--- config.mk ---
export PLATFORM = sky130hd
export DESIGN_NAME = nco_voice_mixer_flat
export DESIGN_NICKNAME = d
export VERILOG_FILES = /design/src/rtl/nco_voice_mixer_if.sv /design/src/rtl/nco_voice_mixer.sv /design/src/flat_wrapper.sv
export SDC_FILE = /design/constraint.sdc
export NUM_CORES = 1
export LEC_CHECK = 0
export CAP_MARGIN = 20
export CORE_MARGIN = 2
export CORE_UTILIZATION = 56
export CTS_BUF_LIST = sky130_fd_sc_hd__clkbuf_16
export DETAILED_ROUTE_END_ITERATION = 16
export HOLD_SLACK_MARGIN = 0.02
export PLACE_DENSITY = 0.78
export SETUP_SLACK_MARGIN = 0.15
export SKIP_CTS_REPAIR_TIMING = 1
export SYNTH_ARGS = -nofsm -noshare
export SYNTH_HDL_FRONTEND = slang
export SYNTH_SLANG_ARGS = --single-unit
--- constraint.sdc ---
create_clock -name clk -period 5.3 [get_ports clk]
set_input_delay 1.06 -clock clk [delete_from_list [all_inputs] [get_ports clk]]
set_output_delay 1.06 -clock clk [all_outputs]
set_load 0.005 [all_outputs]
--- src/rtl/nco_voice_mixer_if.sv ---
`default_nettype none
// ============================================================================
//  Module   : nco_voice_mixer_if
//  Purpose  : Sample-in / mixed-sample-out bus between NCO, mixer and DAC driver.
//  Revision : 1.0
// ============================================================================
interface nco_voice_mixer_if #(
    parameter int SEL_WIDTH = 2
);
    logic [SEL_WIDTH-1:0] unit;
    logic [17:0]          nco_out;
    logic                 smp_vld;
    logic [17:0]          mix_out;
    logic                 mix_valid;
    logic                 mix_ack;

    modport master (
        output unit, nco_out, smp_vld, mix_ack,
        input  mix_out, mix_valid
    );

    modport slave (
        input  unit, nco_out, smp_vld, mix_ack,
        output mix_out, mix_valid
    );
endinterface
`default_nettype wire

--- src/rtl/nco_voice_mixer.sv ---
`default_nettype none
// ============================================================================
//  Module   : nco_voice_mixer
//  Purpose  : Scales each multiplexed NCO unit by its level, sums a frame and
//             hands one saturated sample per frame to the DAC driver.
//  Revision : 1.0
// ============================================================================
module nco_voice_mixer #(
    parameter int NCOMAX    = 3,
    parameter int SEL_WIDTH = 2,
    parameter int SHIFT     = 8
) (
    input  wire logic                 clk,
    input  wire logic                 reset,
    nco_voice_mixer_if.slave          bus,
    input  wire logic                 lvl_we,
    input  wire logic [SEL_WIDTH-1:0] lvl_addr,
    input  wire logic [7:0]           lvl_data,
    output logic                      clip,
    output logic                      frame_err,
    output logic                      overrun,
    input  wire logic                 clr_flags
);
    localparam int ACC_W = 26 + SEL_WIDTH;
    localparam logic [SEL_WIDTH-1:0]    c_last    = SEL_WIDTH'(NCOMAX);
    localparam logic signed [ACC_W-1:0] c_sat_max = ACC_W'(131071);
    localparam logic signed [ACC_W-1:0] c_sat_min = ACC_W'(-131072);

    logic [7:0]                r_level [0:NCOMAX];
    logic [SEL_WIDTH-1:0]      r_exp_unit;
    logic signed [25:0]        r_prod;
    logic [SEL_WIDTH-1:0]      r_s1_unit;
    logic                      r_s1_vld;
    logic signed [ACC_W-1:0]   r_acc;
    logic                      r_frame_done;

    logic [7:0]                w_level;
    logic                      w_match;
    logic                      w_accept;
    logic                      w_seq_err;
    logic [SEL_WIDTH-1:0]      w_exp_next;
    logic signed [25:0]        w_smp_ext;
    logic signed [25:0]        w_lvl_ext;
    logic signed [25:0]        w_prod;
    logic signed [ACC_W-1:0]   w_prod_acc;
    logic signed [ACC_W-1:0]   w_shifted;
    logic                      w_sat_hi;
    logic                      w_sat_lo;
    logic [17:0]               w_mix;
    logic                      w_overrun_evt;

    // Unit 0 always (re)starts a frame, even when it arrives out of order.
    assign w_level    = (bus.unit <= c_last) ? r_level[bus.unit] : 8'd0;
    assign w_match    = (bus.unit == r_exp_unit);
    assign w_accept   = bus.smp_vld && (w_match || (bus.unit == '0));
    assign w_seq_err  = bus.smp_vld && !w_match;
    assign w_exp_next = (bus.unit == c_last) ? '0 : bus.unit + SEL_WIDTH'(1);

    assign w_smp_ext  = 26'($signed(bus.nco_out));
    assign w_lvl_ext  = 26'($signed({1'b0, w_level}));
    assign w_prod     = w_smp_ext * w_lvl_ext;
    assign w_prod_acc = ACC_W'(r_prod);

    assign w_shifted  = r_acc >>> SHIFT;
    assign w_sat_hi   = (w_shifted > c_sat_max);
    assign w_sat_lo   = (w_shifted < c_sat_min);
    assign w_mix      = w_sat_hi ? 18'h1FFFF : (w_sat_lo ? 18'h20000 : w_shifted[17:0]);
    assign w_overrun_evt = r_frame_done && bus.mix_valid && !bus.mix_ack;

    always_ff @(posedge clk or negedge reset) begin
        if (!reset) begin
            for (int i = 0; i <= NCOMAX; i++) r_level[i] <= 8'd0;
        end else if (lvl_we && (lvl_addr <= c_last)) begin
            r_level[lvl_addr] <= lvl_data;
        end
    end

    always_ff @(posedge clk or negedge reset) begin
        if (!reset) begin
            r_exp_unit <= '0;
            r_prod     <= '0;
            r_s1_unit  <= '0;
            r_s1_vld   <= 1'b0;
        end else begin
            r_s1_vld <= w_accept;
            if (bus.smp_vld) begin
                r_exp_unit <= w_accept ? w_exp_next : '0;
                r_prod     <= w_prod;
                r_s1_unit  <= bus.unit;
            end
        end
    end

    always_ff @(posedge clk or negedge reset) begin
        if (!reset) begin
            r_acc        <= '0;
            r_frame_done <= 1'b0;
        end else begin
            r_frame_done <= r_s1_vld && (r_s1_unit == c_last);
            if (r_s1_vld) begin
                r_acc <= (r_s1_unit == '0) ? w_prod_acc : r_acc + w_prod_acc;
            end
        end
    end

    // A same-cycle ack lets a new frame result replace the old one cleanly.
    always_ff @(posedge clk or negedge reset) begin
        if (!reset) begin
            bus.mix_out   <= '0;
            bus.mix_valid <= 1'b0;
        end else if (r_frame_done) begin
            bus.mix_out   <= w_mix;
            bus.mix_valid <= 1'b1;
        end else if (bus.mix_ack && bus.mix_valid) begin
            bus.mix_valid <= 1'b0;
        end
    end

    always_ff @(posedge clk or negedge reset) begin
        if (!reset) begin
            clip      <= 1'b0;
            frame_err <= 1'b0;
            overrun   <= 1'b0;
        end else begin
            if (r_frame_done && (w_sat_hi || w_sat_lo)) clip <= 1'b1;
            else if (clr_flags)                         clip <= 1'b0;
            if (w_seq_err)      frame_err <= 1'b1;
            else if (clr_flags) frame_err <= 1'b0;
            if (w_overrun_evt)  overrun <= 1'b1;
            else if (clr_flags) overrun <= 1'b0;
        end
    end
endmodule
`default_nettype wire

--- src/flat_wrapper.sv ---
// flat-port wrapper written by rule: the top's interface ports become plain ports
module nco_voice_mixer_flat 
#(
    parameter int NCOMAX    = 3,
    parameter int SEL_WIDTH = 2,
    parameter int SHIFT     = 8
)
  (clk, reset, lvl_we, lvl_addr, lvl_data, clip, frame_err, overrun, clr_flags, bus_unit, bus_nco_out, bus_smp_vld, bus_mix_ack, bus_mix_out, bus_mix_valid);
  nco_voice_mixer_if #(.SEL_WIDTH(SEL_WIDTH)) bus_i ();
  input  wire logic clk;
  input  wire logic reset;
  input  wire logic lvl_we;
  input  wire logic [SEL_WIDTH-1:0] lvl_addr;
  input  wire logic [7:0] lvl_data;
  output logic clip;
  output logic frame_err;
  output logic overrun;
  input  wire logic clr_flags;
  input wire logic [$bits(bus_i.unit)-1:0] bus_unit;
  input wire logic [$bits(bus_i.nco_out)-1:0] bus_nco_out;
  input wire logic [$bits(bus_i.smp_vld)-1:0] bus_smp_vld;
  input wire logic [$bits(bus_i.mix_ack)-1:0] bus_mix_ack;
  output wire logic [$bits(bus_i.mix_out)-1:0] bus_mix_out;
  output wire logic [$bits(bus_i.mix_valid)-1:0] bus_mix_valid;
  assign bus_i.unit = bus_unit;
  assign bus_i.nco_out = bus_nco_out;
  assign bus_i.smp_vld = bus_smp_vld;
  assign bus_i.mix_ack = bus_mix_ack;
  assign bus_mix_out = bus_i.mix_out;
  assign bus_mix_valid = bus_i.mix_valid;
  nco_voice_mixer #(.NCOMAX(NCOMAX), .SEL_WIDTH(SEL_WIDTH), .SHIFT(SHIFT)) u_core (.clk(clk), .reset(reset), .bus(bus_i), .lvl_we(lvl_we), .lvl_addr(lvl_addr), .lvl_data(lvl_data), .clip(clip), .frame_err(frame_err), .overrun(overrun), .clr_flags(clr_flags));
endmodule
==> out/qor.yml, run 1 <==
synthesis:
  synth_area_leaders: "dfrtp_1 25%, fa_1 20%, ha_1 8.6%"
  synth_area_leader_cell: "dfrtp_1"
  syn-cell-area_sq_mm: 0.0116
  synthArstFlopShare_pct: 100
  synth_top_cell_area_share_pct: 24.6
  yosysSeqAreaShare_pct: 24.6
  ys_types: 64
  synth-seq-cells: 114
  synthFlopType: "dfrtp_1"
  synth_edf_count: 0
  yosys_warnings: 0
  syn_inst: 1291
  syn_avg_cell_area_sq_um: 8.97
  syn-num-nets: 1520
routing:
  drt-initial-drc-count: 770
  vias: 9784
  routed_via_density: 5.64
  wire_per_inst_um: 17.0
  wirelength_um: 29600
  drc: 0
  drtPass1Iterations: 5
  antenna_left: 0
sta:
  slew_headroom_pct: 30.8
  finalCriticalPeriod_ns: 5.88
  hold_viol: 0
  worst_pin_slew_ns: 1.04
  skew_ns: 0.0120
  rsz0062_at_grt: "yes"
  timing.final.crit_share_pct: 111
  slew_violations: 0
  setup_ws_ns: -0.577
  fmax_mhz: 170
  finalSetupViolations: 16
setup_path:
  crit_type: "in -> reg"
  critPathLaunch: "bus_unit[0]"
  critPathCapture: "u_core.r_prod[16]"
  r2r_setup_slack_ns: -0.09
  start_kind: "primary input"
  required_ns: 5.60
  worstPathMaxFanout: 7
  crit_arrival_ns: 6.18
  critPathCaptureType: "flop"
  rr_startpoint: "u_core.r_level[4]"
  reg2reg_depth: 21
  timing.rr.end: "u_core.r_prod[16]"
clock_network:
  clockBufferDepth: 2
  cts_buffers: 17
  htreeDepth: 4
  clock-root-buffer: "clkbuf_16"
  clkTransAtPathRegs_ns: 0.06
  cts_sinks: 114
  cts_tree: "done"
  clk_latency_ns: 0.42
floorplan:
  rows: 52
  start_util_pct: 57.2
  die_width_um: 148
  die_height_um: 148
  core_region_area_sq_mm: 0.0202
  dieArea_sq_mm: 0.0218
  num_io_pins: 58
finish:
  final_cell_area_sq_mm: 0.0144
  num_antenna_cells: 0
  syn2layout_area_growth_pct: 24.7
  final_nets: 1682
  drive_above_1_share_pct: 20.8
place:
  io_buffers: 57
  gp_congestion: 0.886
  dp_hpwl_um: 20300
  placed_area_sq_mm: 0.0133
grt:
  antenna_found_initial: 0
  grt_overflow: 0
  grt_max_degree: 70
  grt_pass1_wl_um: 46000
  grt_pass1_vias: 9841
  grt_usage_pct: 25.8
run:
  cap_violations: 0
status:
  status: "finished with violations"
  violations: "setup timing"
worst_hold_path:
  hp-class: "reg -> reg"
-- layout make-up --
cell class                 count  area (sq um)
clock buffer                  17           425
timing repair buffer         186          1680
clock inverter                14           155
multi-input combinational    915          8160
inverter                     219           825
tap                          270           338
sequential                   114          2850
fill                        1386          5800
-- critical path, stage by stage --
cell,delay [ns]
buf_8,0.09
buf_12,0.12
mux4_2,0.61
buf_6,0.17
and2_4,0.15
fa_2,0.58
fa_2,0.44
fa_1,0.57
inv_2,0.05
fa_2,0.53
inv_2,0.04
ha_4,0.15
buf_4,0.15
o21a_1,0.19
o21ai_1,0.12
nand2b_1,0.14
buf_4,0.17
buf_4,0.14
nand3_1,0.13
nand2_1,0.08
a21oi_2,0.14
xnor2_1,0.08
mux2_2,0.27
-- cell usage after synthesis (3+ instances only) --
library cell / count
a31oi_1: 10
nand3_1: 12
o31ai_1: 7
and3_1: 16
o31a_1: 3
a221oi_1: 3
and2_1: 71
o211ai_1: 24
buf_1: 6
nand2b_1: 4
nor2_1: 85
ha_1: 80
o21bai_1: 9
fa_1: 113
xnor2_1: 27
xor2_1: 14
clkbuf_1: 39
nor2b_1: 6
nor3_1: 8
or4_1: 3
nand4_1: 3
nand2_1: 154
a21o_1: 28
inv_1: 219
or3_1: 4
a21oi_1: 61
o21ai_0: 29
nand3b_1: 5
a211oi_1: 11
dfrtp_1: 114
mux4_2: 8
o21a_1: 7
mux2_2: 52
o21ai_1: 15
-- sequential cells by signal, indices dropped and copies added (netlist names) --
register / count
u_core.r_level: 32
u_core.bus.mix_out: 18
u_core.r_exp_unit: 2
u_core.bus.mix_valid: 1
u_core.r_frame_done: 1
u_core.clip: 1
u_core.r_acc: 28
u_core.frame_err: 1
u_core.r_prod: 26
u_core.overrun: 1
u_core.r_s1_unit: 2
u_core.r_s1_vld: 1
-- cell families after synthesis --
family	count (synthesis)	share of synthesized area, %
and+or+nand+nor	383	15.5
xor gates and xnor gates	41	3.10
buffers and inverters	264	8.56
AOI/OAI and AO/OA	235	13.3
adders and majority gates	193	28.2
DFF	114	24.6
muxes	61	6.70
-- how the worst min path moves through the flow --
stage / start / end / depth (start not counted)
finish: u_core.overrun / u_core.overrun / 1
floorplan: u_core.r_acc[5] / u_core.r_acc[5] / 1
CTS: u_core.overrun / u_core.overrun / 1
detailed placement: u_core.r_acc[5] / u_core.r_acc[5] / 1
global route: u_core.overrun / u_core.overrun / 1
global placement: u_core.r_acc[5] / u_core.r_acc[5] / 1
-- routing by layer --
layer	GRT usage [%]	part of all wire, %	up-vias
met1	32.5	41	4798
met2	45.9	50	350
met4	6.88	3.2	0
li1	-	-	4553
met3	4.54	5.2	83
met5	0	0	-
-- metrics by stage --
step                      cells  utilization (%)  setup WS [ns]  hold slack, ns  setup TNS (ns)
final                      1735             71.4         -0.577           0.488           -6.43
after detailed placement   1677             65.9          -1.32           0.474          -20.34
after CTS                  1708             68.7         -0.902           0.494          -12.50
after global placement     1677             65.9          -1.22           0.470          -18.58
after floorplan            1291                -         -0.532           0.457           -4.42
after global routing       1735             71.4         -0.696           0.498           -8.52
-- layout by cell type (no fill, tap or decap), types with 12 or more instances in the layout --
master / count
mux2_2: 50
nand2_1: 149
clkdlybuf4s50_1: 54
fa_1: 103
xor2_1: 14
nor2_1: 81
xnor2_1: 27
ha_1: 70
inv_2: 12
and3_1: 14
o211ai_1: 24
a21o_1: 28
a21oi_1: 52
o21ai_0: 28
inv_1: 206
and2_1: 64
dfrtp_1: 114
buf_4: 116
clkbuf_16: 18
o21ai_1: 14
Power of run 1 is not shown: default switching activity piles up to over one toggle a cycle in this logic, so the estimate is an artifact.
==> run 2, diff against run 1 <==
--- a/config.mk
+++ b/config.mk
@@ -5,13 +5,16 @@
 export SDC_FILE = /design/constraint.sdc
 export NUM_CORES = 1
 export LEC_CHECK = 0
+export ABC_CLOCK_PERIOD_IN_PS = 5300
 export CAP_MARGIN = 20
 export CORE_MARGIN = 2
 export CORE_UTILIZATION = 56
 export CTS_BUF_LIST = sky130_fd_sc_hd__clkbuf_16
 export DETAILED_ROUTE_END_ITERATION = 16
+export GPL_ROUTABILITY_DRIVEN = 0
 export HOLD_SLACK_MARGIN = 0.02
 export PLACE_DENSITY = 0.78
+export REMOVE_ABC_BUFFERS = 1
 export SETUP_SLACK_MARGIN = 0.15
 export SKIP_CTS_REPAIR_TIMING = 1
 export SYNTH_ARGS = -nofsm -noshare
==> run 2 against run 1 <==
Compared with the run above: the flow still finishes with violations (setup timing); sequential share of layout area decreased by 0.42 points; register-to-register slack improved by 0.11 ns; largest cell class unchanged; critical path type unchanged; critical path depth decreased by 2; maximum frequency up 1.9%; utilization is 1.6 points higher; cell area increased by 2.2%; via count is 1.8% higher; clock skew up 0.0011 ns.
==> out/qor.yml, run 2 (synthesized netlist as in run 1, its figures left out) <==
setup_path:
  rr_startpoint: "u_core.r_level[15]"
  cp_num_cells: 21
  start_kind: "primary input"
  critPathLaunch: "bus_unit[0]"
  crit_arrival_ns: 6.07
  required_ns: 5.60
  crit_top_cell: "fa_1"
  crit_buf_inv: 7
  reg2reg_depth: 19
  cp_slowest_cell: "mux4_2"
  critical_path.top_delay_family: "adder cells"
  crit_type: "in -> reg"
  critPathCaptureType: "flop"
  worstPathMaxFanout: 6
  max_stage_delay_ns: 0.58
  crit_chain: "buf_8, buf_12, mux4_2, buf_6, and2_4, fa_1, fa_2, fa_1, inv_1, fa_1, inv_2, ha_4, buf_4, nor4_4, o21ai_4, a31oi_4, nor3_4, buf_6, o31ai_4, xnor2_1, mux2_4"
grt:
  grt_overflow: 0
  grt_max_degree: 79
  antenna_found_initial: 0
  grt_usage_pct: 24.7
  grt_pass1_wl_um: 43900
  grt_pass1_vias: 9565
clock_network:
  clockBufferDepth: 2
  cts_tree: "done"
  clk_latency_ns: 0.43
  clkTransAtPathRegs_ns: 0.06
  cts_sinks: 114
  cts_buffers: 17
  clock-root-buffer: "clkbuf_16"
  htreeDepth: 4
routing:
  routed_via_density: 5.73
  vias: 9963
  antenna_left: 0
  wirelength_um: 31000
  drt-initial-drc-count: 706
  drtPass1Iterations: 5
  wire_per_inst_um: 17.8
  drc: 0
finish:
  final_nets: 1684
  regMostFlops: "u_core.r_level"
  ff_latch_area_sq_mm: 0.00285
  drive_above_1_share_pct: 23.2
  multiInputGateArea_sq_mm: 0.00834
  mostFrequentLayoutCells: "194 x inv_1, 140 x nand2_1, 114 x dfrtp_1, 106 x fa_1, 101 x buf_4"
  syn2layout_area_growth_pct: 27.4
  largest_register_ffs: 32
  reg.largest.list: "u_core.r_level x32, u_core.r_acc x28, u_core.r_prod x26"
  fillers: 1301
  final_common_cell: "inv_1"
  num_antenna_cells: 0
  final_cell_area_sq_mm: 0.0148
place:
  placed_area_sq_mm: 0.0132
  io_buffers: 57
  dp_hpwl_um: 19400
sta:
  finalCriticalPeriod_ns: 5.76
  skew_ns: 0.0131
  timing.final.crit_share_pct: 109
  worst_pin_slew_ns: 0.954
  slew_headroom_pct: 36.4
  setup_ws_ns: -0.464
  rsz0062_at_grt: "yes"
  worst_hold_slack_ns: 0.489
  slew_violations: 0
  hold_viol: 0
  finalSetupViolations: 15
  fmax_mhz: 173
floorplan:
  core_region_area_sq_mm: 0.0202
  dieArea_sq_mm: 0.0218
  start_util_pct: 57.2
  num_io_pins: 58
  die_width_um: 148
  rows: 52
  die_height_um: 148
run:
  cap_violations: 0
worst_hold_path:
  hold_start: "u_core.r_acc[5]"
  hp-class: "reg -> reg"
  holdPathStages: 1
status:
  status: "finished with violations"
  violations: "setup timing"
## run 2: cell types whose count changed in the layout (fill, tap and decap cells not counted), sizes merged
cell / previous run / this run
clkinvlp: 2 / 5
dlymetal6s2s: 1 / 0
bufinv: 2 / 4
clkinv: 6 / 4
mux4: 10 / 11
inv: 223 / 221
clkbuf: 18 / 20
## run 2: area by class of cell
cell class / count / share of cell area (%)
Sequential cell: 114 / 19.3
Clock inverter: 15 / 1.30
Multi-Input combinational cell: 916 / 56.5
Tap cell: 270 / 2.29
Inverter: 219 / 5.59
Clock buffer: 17 / 2.88
Timing Repair Buffer: 187 / 12.1
## run 2: layer usage
| metal | share of wire [%] | wire [um] | up-vias | GRT usage, % |
|---|---|---|---|---|
| li1 | - | - | 4562 | - |
| met1 | 39 | 12200 | 4864 | 32.0 |
| met2 | 51 | 15800 | 434 | 43.0 |
| met3 | 6.0 | 1860 | 103 | 3.49 |
| met4 | 3.7 | 1150 | 0 | 7.84 |
| met5 | 0 | 0 | - | 0 |
## run 2: worst paths after layout
kind | endpoint | slack [ns]
worst min register to register | u_core.r_acc[5] | 0.49
max in group asynchronous | u_core.bus.mix_out[11] | 3.63
min in group asynchronous | u_core.r_level[13] | 0.58
worst max-delay path | u_core.r_prod[22] | -0.46
worst max register to register | u_core.r_prod[24] | 0.02
worst min-delay path | u_core.r_acc[5] | 0.49
## run 2: worst register-to-register path, cell delays in order, from the launching register on
cell and delay (ns):
dfrtp_1 0.44, mux4_2 0.61, buf_4 0.19, and2_1 0.16
ha_1 0.29, inv_1 0.07, fa_1 0.56, inv_2 0.04
fa_1 0.51, inv_2 0.05, fa_2 0.56, inv_2 0.05
ha_4 0.28, inv_4 0.05, o21ai_4 0.21, a31oi_4 0.14
nor3_4 0.23, o2111ai_2 0.18, a2111o_1 0.46, o311ai_2 0.08
## run 2: stage by stage
| stage | util [%] | setup slack [ns] | TNS, ns | std cells |
|---|---|---|---|---|
| 6_report | 72.9 | -0.464 | -4.27 | 1738 |
| 4_1_cts | 68.1 | -1.14 | -14.50 | 1713 |
| 2_1_floorplan | - | -0.739 | -5.61 | 1246 |
| 5_1_grt | 72.9 | -0.662 | -6.22 | 1738 |
| 3_5_place_dp | 65.0 | -1.57 | -22.89 | 1681 |
| 3_3_place_gp | 65.0 | -1.46 | -21.09 | 1681 |
Power of run 2 is left out for the same reason.
